===== config.mk =====
export PLATFORM = sky130hd
export DESIGN_NAME = elbeth_fetch_ctrl
export DESIGN_NICKNAME = d
export VERILOG_FILES = /design/src/rtl/elbeth_fetch_ctrl.sv
export SDC_FILE = /design/constraint.sdc
export NUM_CORES = 1
export LEC_CHECK = 0
export ABC_AREA = 1
export CELL_PAD_IN_SITES_DETAIL_PLACEMENT = 0
export CELL_PAD_IN_SITES_GLOBAL_PLACEMENT = 1
export CORE_MARGIN = 2
export CORE_UTILIZATION = 38
export CTS_CLUSTER_DIAMETER = 120
export DETAILED_ROUTE_END_ITERATION = 10
export GPL_TIMING_DRIVEN = 0
export PLACE_DENSITY_LB_ADDON = 0.1
export SKIP_CTS_REPAIR_TIMING = 1
export SYNTH_ARGS = -nofsm -noshare
export SYNTH_HDL_FRONTEND = slang
export SYNTH_SLANG_ARGS = --single-unit
export TNS_END_PERCENT = 1

===== constraint.sdc =====
create_clock -name clk -period 3.3 [get_ports clk]
set_input_delay 0.66 -clock clk [delete_from_list [all_inputs] [get_ports clk]]
set_output_delay 0.66 -clock clk [all_outputs]
set_load 0.01 [all_outputs]

===== src/rtl/elbeth_fetch_ctrl.sv =====
// rtl/elbeth_fetch_ctrl.sv - instruction fetch controller with redirect and stall handling
//
// Purpose: fetches one instruction at a time from instruction memory and holds it
// for the decode stage. A redirect takes priority over every other event.
//
// Ports (all 32-bit buses use [0:31] numbering, bit 0 is the MSB):
//   clk          in   clock, rising-edge
//   rst_n        in   asynchronous active-low reset
//   stall        in   decode cannot accept the held instruction
//   redirect     in   branch/jump taken this cycle
//   redirect_pc  in   branch/jump target
//   imem_req     out  instruction memory request
//   imem_addr    out  request address (registered)
//   imem_ack     in   request completes this cycle, imem_rdata valid
//   imem_rdata   in   instruction word
//   if_valid     out  if_pc/if_instr hold a valid instruction
//   if_pc        out  address of the held instruction
//   if_instr     out  held instruction word

module elbeth_fetch_ctrl #(
    parameter logic [0:31] RESET_PC = 32'h0000_0000
) (
    input  logic        clk,
    input  logic        rst_n,
    input  logic        stall,
    input  logic        redirect,
    input  logic [0:31] redirect_pc,
    output logic        imem_req,
    output logic [0:31] imem_addr,
    input  logic        imem_ack,
    input  logic [0:31] imem_rdata,
    output logic        if_valid,
    output logic [0:31] if_pc,
    output logic [0:31] if_instr
);

    typedef enum logic [1:0] {
        IDLE    = 2'd0,
        FETCH   = 2'd1,
        DELIVER = 2'd2,
        FLUSH   = 2'd3
    } state_t;

    // Loaded PCs are always word aligned (two LSBs, bits [30:31], cleared).
    localparam logic [0:31] RESET_PC_ALIGNED = RESET_PC & 32'hFFFF_FFFC;

    state_t      r_state;
    logic [0:31] r_pc;
    logic [0:31] r_req_addr;
    logic        r_if_valid;
    logic [0:31] r_if_pc;
    logic [0:31] r_if_instr;

    state_t      w_state_nxt;
    logic [0:31] w_pc_nxt;
    logic [0:31] w_req_addr_nxt;
    logic        w_if_valid_nxt;
    logic [0:31] w_if_pc_nxt;
    logic [0:31] w_if_instr_nxt;

    logic        w_req;
    logic        w_ack;
    logic [0:31] w_redirect_pc;
    logic [0:31] w_pc_inc;

    // Request is decoded from the state register so an asynchronous reset drops it at once.
    assign w_req         = (r_state == FETCH) || (r_state == FLUSH);
    // An ack outside a request cycle is meaningless and ignored.
    assign w_ack         = imem_ack & w_req;
    assign w_redirect_pc = redirect_pc & 32'hFFFF_FFFC;
    assign w_pc_inc      = r_pc + 32'd4;

    always_ff @(posedge clk or negedge rst_n) begin
        if (!rst_n) begin
            r_state    <= IDLE;
            r_pc       <= RESET_PC_ALIGNED;
            r_req_addr <= RESET_PC_ALIGNED;
            r_if_valid <= 1'b0;
            r_if_pc    <= '0;
            r_if_instr <= '0;
        end else begin
            r_state    <= w_state_nxt;
            r_pc       <= w_pc_nxt;
            r_req_addr <= w_req_addr_nxt;
            r_if_valid <= w_if_valid_nxt;
            r_if_pc    <= w_if_pc_nxt;
            r_if_instr <= w_if_instr_nxt;
        end
    end

    always_comb begin
        w_state_nxt    = r_state;
        w_pc_nxt       = r_pc;
        w_req_addr_nxt = r_req_addr;
        w_if_valid_nxt = r_if_valid;
        w_if_pc_nxt    = r_if_pc;
        w_if_instr_nxt = r_if_instr;

        case (r_state)
            IDLE: begin
                w_state_nxt = FETCH;
                if (redirect) begin
                    w_pc_nxt       = w_redirect_pc;
                    w_req_addr_nxt = w_redirect_pc;
                    w_if_valid_nxt = 1'b0;
                end else begin
                    w_req_addr_nxt = r_pc;
                end
            end

            FETCH: begin
                if (redirect && w_ack) begin
                    // Returned word belongs to the abandoned path; restart at the target.
                    w_pc_nxt       = w_redirect_pc;
                    w_req_addr_nxt = w_redirect_pc;
                end else if (redirect) begin
                    // The bus transaction cannot be cancelled; drain it in FLUSH.
                    w_pc_nxt    = w_redirect_pc;
                    w_state_nxt = FLUSH;
                end else if (w_ack) begin
                    w_if_instr_nxt = imem_rdata;
                    w_if_pc_nxt    = r_req_addr;
                    w_if_valid_nxt = 1'b1;
                    w_pc_nxt       = w_pc_inc;
                    w_state_nxt    = DELIVER;
                end
            end

            DELIVER: begin
                if (redirect) begin
                    w_pc_nxt       = w_redirect_pc;
                    w_req_addr_nxt = w_redirect_pc;
                    w_if_valid_nxt = 1'b0;
                    w_state_nxt    = FETCH;
                end else if (!stall) begin
                    w_if_valid_nxt = 1'b0;
                    w_req_addr_nxt = r_pc;
                    w_state_nxt    = FETCH;
                end
            end

            FLUSH: begin
                if (redirect) begin
                    w_pc_nxt = w_redirect_pc;
                end
                if (w_ack) begin
                    // A redirect arriving with the ack must still win over the older target.
                    w_req_addr_nxt = redirect ? w_redirect_pc : r_pc;
                    w_state_nxt    = FETCH;
                end
            end

            default: begin
                w_state_nxt = IDLE;
            end
        endcase
    end

    assign imem_req  = w_req;
    assign imem_addr = r_req_addr;
    assign if_valid  = r_if_valid;
    assign if_pc     = r_if_pc;
    assign if_instr  = r_if_instr;

endmodule


# After elaboration in Yosys (flattened, before gate mapping)
# Index checks and enable logic that the tools add are counted.
# op_classes
addsub	1
mux	24
bitwise_logic	3
n_div	0
reduce_logical	9
n_eq_ne	12
shifts	0
order_cmp	0
multipliers	0
# ops
operator	n
$mux 32	8
$pmux 32 s4	1
$pmux 32 s2	1
$add 32x3->32 const B	1
$mux 2	6
$ne 2x2->1 const B	5
$pmux 2 s4	1
$reduce_and 4->1	2
$mux 1	6
$ne 3x3->1 const B	2
$reduce_and 6->1	1
$eq 2x2->1 const B	2
$ne 4x3->1 const B	1
$pmux 1 s3	1
$reduce_and 3->1	1
$reduce_bool 3->1	1
$reduce_or 3->1	1
$eq 2x1->1 const B	1
$logic_not 2->1	1
$ne 2x1->1 const B	1
$not 1->1	2
$and 1x1->1	1
$logic_and 1x1->1	1
$logic_or 1x1->1	1
# word_totals
n_memories	0
latchBits	0
reg_bits	131
wordCells	55
ramBits	0
input_bits	69
romBits	0

# Longest topological paths before layout
# Gate-level depths: netlist (run 1).
# logic_depth
ltp_word	7
depth_mapped	10
ltp_nobuf	10

# Worst setup path before layout (run 1)
# OpenSTA, ideal clock, no wires.
# synth_path
path_type	input to register
start	in redirect
end	reg r_if_pc, in the netlist if_pc[0]
path_slack_ns	1.609
arrival_time_ns	1.560
path_stages	8
required_time_ns	3.168
n_path_buf	2
path_cell_list	buf_2 nor2_1 inv_1 nor2_2 inv_2 clkbuf_1 nand2_1 o21ai_0
# synth_via
elab_chain_cells	3
elab_cells_between_ends	4
# synth_rtl
element	line_no	source
from (decl)	26	input logic redirect,
$logic_and 1x1->1	112	if (redirect && w_ack) begin
$not 1->1 (no line)	-	
$reduce_and 4->1 (no line) *	-	
to (signal assigned)	86	r_if_pc <= w_if_pc_nxt;
to (decl)	51	logic [0:31] r_if_pc;
# Mark *: on every way between the ends. The rest lies on a longest branch, timed or not.
# A chain may end at the register's enable or synchronous reset.

# Worst setup path in the final report (run 1)
# layout_path
start	in imem_ack
end	reg r_if_pc, in the netlist if_pc[20]
# layout_via
elab_chain_cells	4
# layout_rtl
element	line_no	source
from (decl)	30	input logic imem_ack,
$and 1x1->1 *	69	assign w_ack = imem_ack & w_req;
$logic_and 1x1->1	112	
$not 1->1 (no line)	-	
$reduce_and 4->1 (no line) *	-	
# Marked as above.

==> results of run 1 <==
## routing by layer
metal  up-vias  part of all wire [%]  GRT usage [%]
met5         -                     0              0
met4         0                   2.2           8.81
met3        29                   6.4           4.57
met2       227                    46           38.4
met1      3115                    45           33.0
li1       3380                     -              -
## critical path, stage by stage
cell and delay [ns]:
clkdlybuf4s50_1 0.59, nand2_1 0.12, nor2_2 0.34, inv_2 0.20
clkbuf_1 0.36, nand2_1 0.14, nand2_1 0.06
## sequential cells by signal, summed over array words and instances, names as in the netlist
register	cells
if_valid	1
if_pc	32
r_state	2
imem_addr	32
if_instr	32
r_pc	32
## power breakdown
group / switching [mW] / total, mW / leakage (nW) / internal, mW
sequential: 0.560 / 2.89 / 1.64 / 2.33
clock: 0.742 / 1.89 / 0.291 / 1.15
combinational: 2.09 / 3.79 / 2.61 / 1.70
total: 3.39 / 8.57 / 4.54 / 5.18
## cell families (layout without fill, tap and decap cells)
kind of cell / after synthesis / after routing / synth area share [%]
adder cells (fa/ha/maj): 1 / 1 / 0.182
AO/OA/AOI/OAI: 149 / 149 / 11.5
flip-flops: 131 / 131 / 47.7
XOR/XNOR: 1 / 1 / 0.128
AND/OR/NAND/NOR: 529 / 529 / 32.2
buffers and inverters: 136 / 331 / 8.23
## area by class of cell
class	count	area, sq um	area share (%)
plain buffers	46	228	2.42
well taps	229	287	3.05
multi-input cells	680	3030	32.2
clock buffers	20	457	4.86
inverters	90	338	3.59
repair buffers	164	1660	17.7
clock inverters	11	128	1.36
flip-flops and latches	131	3280	34.9
## placed cells by master (no fill, tap or decap), types with 6 or more instances in the layout
cell type        instances
nand2_1                346
clkdlybuf4s50_1        162
dfrtp_1                131
nor2_1                  90
inv_1                   84
o21ai_0                 65
a21oi_1                 48
nand3_1                 41
buf_2                   23
clkbuf_1                17
clkbuf_16               17
o21ai_1                 16
nor3_1                  16
nand4_1                 14
nor2_2                   9
buf_4                    7
a31oi_1                  7
inv_2                    6
## worst max path at each step
stage             start                    end
2_1_floorplan  redirect   if_pc[0]$_DFFE_PN0P_
3_3_place_gp      rst_n  if_pc[16]$_DFFE_PN0P_
3_5_place_dp   imem_ack  if_pc[16]$_DFFE_PN0P_
4_1_cts        imem_ack  if_pc[16]$_DFFE_PN0P_
5_1_grt        imem_ack  if_pc[16]$_DFFE_PN0P_
6_report       imem_ack  if_pc[20]$_DFFE_PN0P_
## per-stage QoR
step | power (mW) | hold WS, ns | worst slack (ns) | setup TNS (ns)
3_3_place_gp | 6.68 | 0.452 | -4.05 | -528.82
6_report | 8.57 | 0.186 | 1.13 | 0
3_5_place_dp | 6.73 | 0.458 | 0.618 | 0
2_1_floorplan | 4.81 | 0.364 | 1.61 | 0
4_1_cts | 8.64 | 0.213 | 1.06 | 0
5_1_grt | 9.21 | 0.230 | 0.948 | 0
==> results.toml, run 1 <==
[power_and_ir_drop]
vdd_drop_max_mv = 0.445
p_leak_nw = 4.54
power_density_nw_per_um2 = 912

[timing]
worst_pin_slew_ns = 0.675
setup_violations = 0
finalCritPeriodShare_pct = 65.8
rsz0062_at_grt = "false"
timing.fmax_ghz = 0.460
min_period_ns = 2.17
fin_skew_ns = 0.0119
slew_violations = 0
slew_headroom_pct = 55.0
hold_violations = 0

[placement]
hpwl_mm = 16.4
dp_cells = 1340
portBuffers = 163
placed_area_sq_um = 8820
gp_congestion = 0.895

[synthesis]
yosysTopAreaCellShare_pct = 47.7
synth_area_leader_cell = "dfrtp_1"
synth-seq-cells = 131
synth_ff_type = "dfrtp_1"
synthArstFlopShare_pct = 100
syn_area_per_cell_sq_um = 7.25
syn_nets = 1017
synth_edf_count = 0
synth_area_leaders = "dfrtp_1 48%, nand2_1 19%, nor2_1 4.9%, o21ai_0 4.7%, inv_1 4.6%"
synth_area_sq_um = 6870
synth_cells = 947
ys_warn_count = 0
synth_commonest_cells = "346 x nand2_1, 131 x dfrtp_1, 90 x nor2_1"
yosysMostFrequentCell = "nand2_1"
synth_cell_types = 29
ys_seq_area_share_pct = 47.7

[route]
drc = 0
drtAntennaViolNets = 0
via_per_inst = 4.92
drt_wl_total_mm = 22.5
post_drt_wl_per_cell_microns = 16.4
vias = 6751
drtIter0Drc = 388
drt_first_pass_iters = 5

[grt]
grt_usage_pct = 24.1
grt_overflow = 0
grt_pass1_vias = 6620
grt_max_degree = 80
grt_antenna_before_repair = 0
grt_pass1_wl_mm = 36.3

[cells_and_area]
utilization_pct = 52.7
final_cell_area_sq_um = 9400
syn_to_final_growth_pct = 36.8
n_antenna_cell = 0
fillers = 1759
nets = 1200
final_cells = 1371
drive_above_1_share_pct = 8.23

[setup_path]
cp-start-kind = "input port"
worstReg2RegEnd = "r_pc[13]$_DFFE_PN0P_"
critPathMaxFanout = 10
r2r_slack_ns = 1.43
crit_arrival_ns = 2.49
end_kind = "flop"
path_class = "in -> reg"
timing.rr.start = "r_pc[29]$_DFFE_PN0P_"
required_ns = 3.61
r2r_cells = 10

[outcome]
status = "completed"

[floorplan]
die_y_microns = 138
dieArea_sq_um = 19200
die_w_microns = 138
num_rows = 49
pin_count = 167
core-area_sq_um = 17800
initial_core_util_pct = 38.5

[cts]
insertion_delay_ns = 0.43
clock_sinks = 131
cts_tree = "done"
cts_buffers = 17
clockBufferDepth = 2
cts-root-buf = "clkbuf_16"
clk_pin_slew_ns = 0.06
htreeDepth = 4

[job]
maxCapViolCount = 0

[hold_path]
hold_path.class = "in -> async"
No activity file was read; power rests on OpenSTA's default activity.
==> run 2, diff against run 1 <==
CORE_UTILIZATION = 36   (was 38)
clock period = 2.2 ns   (was 3.3 ns; I/O delays follow)
==> run 2 against run 1 <==
  * The run now ends with negative hold slack left
  * Core utilization down 2.3 points
  * Critical path depth shrank 5
  * Non-clock buffer count is the same
  * Final cell count is 0.44% higher
  * Critical path type is now reg -> out
  * Critical endpoint is now imem_req
  * Largest power group unchanged
==> results.toml, run 2 (synthesis results as in run 1) <==
[outcome]
status = "finished, violations left"
violations = "negative hold slack"

[route]
vias = 6819
drt_wl_total_mm = 23.1
post_drt_wl_per_cell_microns = 16.8
drtIter0Drc = 410
drtAntennaViolNets = 0
drt_first_pass_iters = 5
via_per_inst = 4.95
drc = 0

[placement]
gp_congestion = 0.891
placed_area_sq_um = 8820
hpwl_mm = 16.8
dp_slack_ns = -0.220
portBuffers = 163

[grt]
top_usage_layer = "met2"
grt_antenna_before_repair = 0
grt_pass1_vias = 6345
grt_usage_pct = 23.3
grt_pass1_wl_mm = 35.8
grt_overflow = 0
gr-usage-met1_pct = 32.9
grt_max_degree = 73
met3_usage_pct = 4.48
grtUsageMet2_pct = 36.8

[timing]
tns_ns = 0
rsz0062_at_grt = "false"
worst_pin_slew_ns = 0.704
whs_ns = -0.00757
fin_ws_ns = 0.208
finalCritPeriodShare_pct = 90.6
slew_violations = 0
slew_headroom_pct = 53.1
setup_violations = 0
timing.fmax_ghz = 0.502
fin_skew_ns = 0.0114
min_period_ns = 1.99
hold_violations = 4

[power_and_ir_drop]
power_density_nw_per_um2 = 1380
p_leak_nw = 4.54
vdd_drop_max_mv = 0.656

[floorplan]
num_rows = 50
initial_core_util_pct = 36.7
core-area_sq_um = 18700
pin_count = 167
die_y_microns = 142
die_w_microns = 142
dieArea_sq_um = 20200

[cells_and_area]
mostFrequentLayoutCells = "346 x nand2_1, 162 x clkdlybuf4s50_1, 131 x dfrtp_1"
drive_above_1_share_pct = 8.22
nets = 1200
syn_to_final_growth_pct = 37.2
final_common_cell = "nand2_1"
final_cell_area_sq_um = 9430
n_antenna_cell = 0
fillers = 1891
utilization_pct = 50.4

[setup_path]
cp_slowest_stage_delay_ns = 0.54
required_ns = 1.76
critPathMaxFanout = 5
cp_slowest_cell = "clkdlybuf4s50_1"
crit_arrival_ns = 1.55
cp-start-kind = "flop"
r2r_cells = 7
path_class = "reg -> out"
crit_family = "buffers and inverters"
critPathBufInv = 2
critical_path_depth = 2
cp_cell_sequence = "clkbuf_1 -> clkdlybuf4s50_1"
end_kind = "primary output"

[hold_path]
hold_path.class = "in -> async"

[cts]
cts_buffers = 17
cts_tree = "done"
clockBufferDepth = 2
cts-root-buf = "clkbuf_16"
clock_sinks = 131
htreeDepth = 4
insertion_delay_ns = 0.43
clk_pin_slew_ns = 0.06

[job]
maxCapViolCount = 0
[run 2: worst reg2reg max path: stages (launching register included)]
cell and delay (ns):
dfrtp_1 0.43, nor2_1 0.18, inv_1 0.08, nor2_2 0.31, inv_2 0.19, clkbuf_1 0.34
nand2_1 0.15, nand2_1 0.05
[run 2: layer usage]
| metal | wire (microns) | share of wire (%) | vias to the layer above |
|---|---|---|---|
| met5 | 0 | 0 | - |
| met4 | 303 | 1.3 | 0 |
| met3 | 1460 | 6.3 | 27 |
| met2 | 10600 | 46 | 222 |
| met1 | 10800 | 47 | 3178 |
| li1 | - | - | 3392 |
[run 2: area by class of cell]
type                    instances  area, sq um  share of cell area [%]
flip-flops and latches        131         3280                    34.8
multi-input cells             680         3030                    32.1
repair buffers                164         1660                    17.6
clock buffers                  19          433                    4.59
inverters                      90          338                    3.58
well taps                     234          293                    3.11
plain buffers                  46          228                    2.42
clock inverters                13          171                    1.82
[run 2: stage by stage]
stage	power (mW)	hold slack (ns)	cells
CTS	13.1	0.0244	1377
global placement	10.0	0.453	1344
global route	13.9	0.0459	1377
detailed placement	10.1	0.457	1345
floorplan	7.21	0.144	947
finish	13.0	-0.00757	1377
[run 2: worst paths after layout]
path | start | to | slack [ns]
worst max-delay path | r_state[0]$_DFFE_PN0P_ | imem_req | 0.21
worst min-delay path | rst_n | if_pc[2]$_DFFE_PN0P_ | -0.008
worst max register to register | r_state[1]$_DFFE_PN0P_ | if_pc[24]$_DFFE_PN0P_ | 0.36
worst min register to register | if_pc[9]$_DFFE_PN0P_ | if_pc[9]$_DFFE_PN0P_ | 0.47
max in group asynchronous | rst_n | if_instr[2]$_DFFE_PN0P_ | 1.44
min in group clk | if_pc[9]$_DFFE_PN0P_ | if_pc[9]$_DFFE_PN0P_ | 0.47
[run 2: power breakdown]
part | switching, mW | internal (mW) | total (mW)
clock network | 1.16 | 1.80 | 2.97
logic | 3.15 | 2.54 | 5.69
registers | 0.831 | 3.50 | 4.33
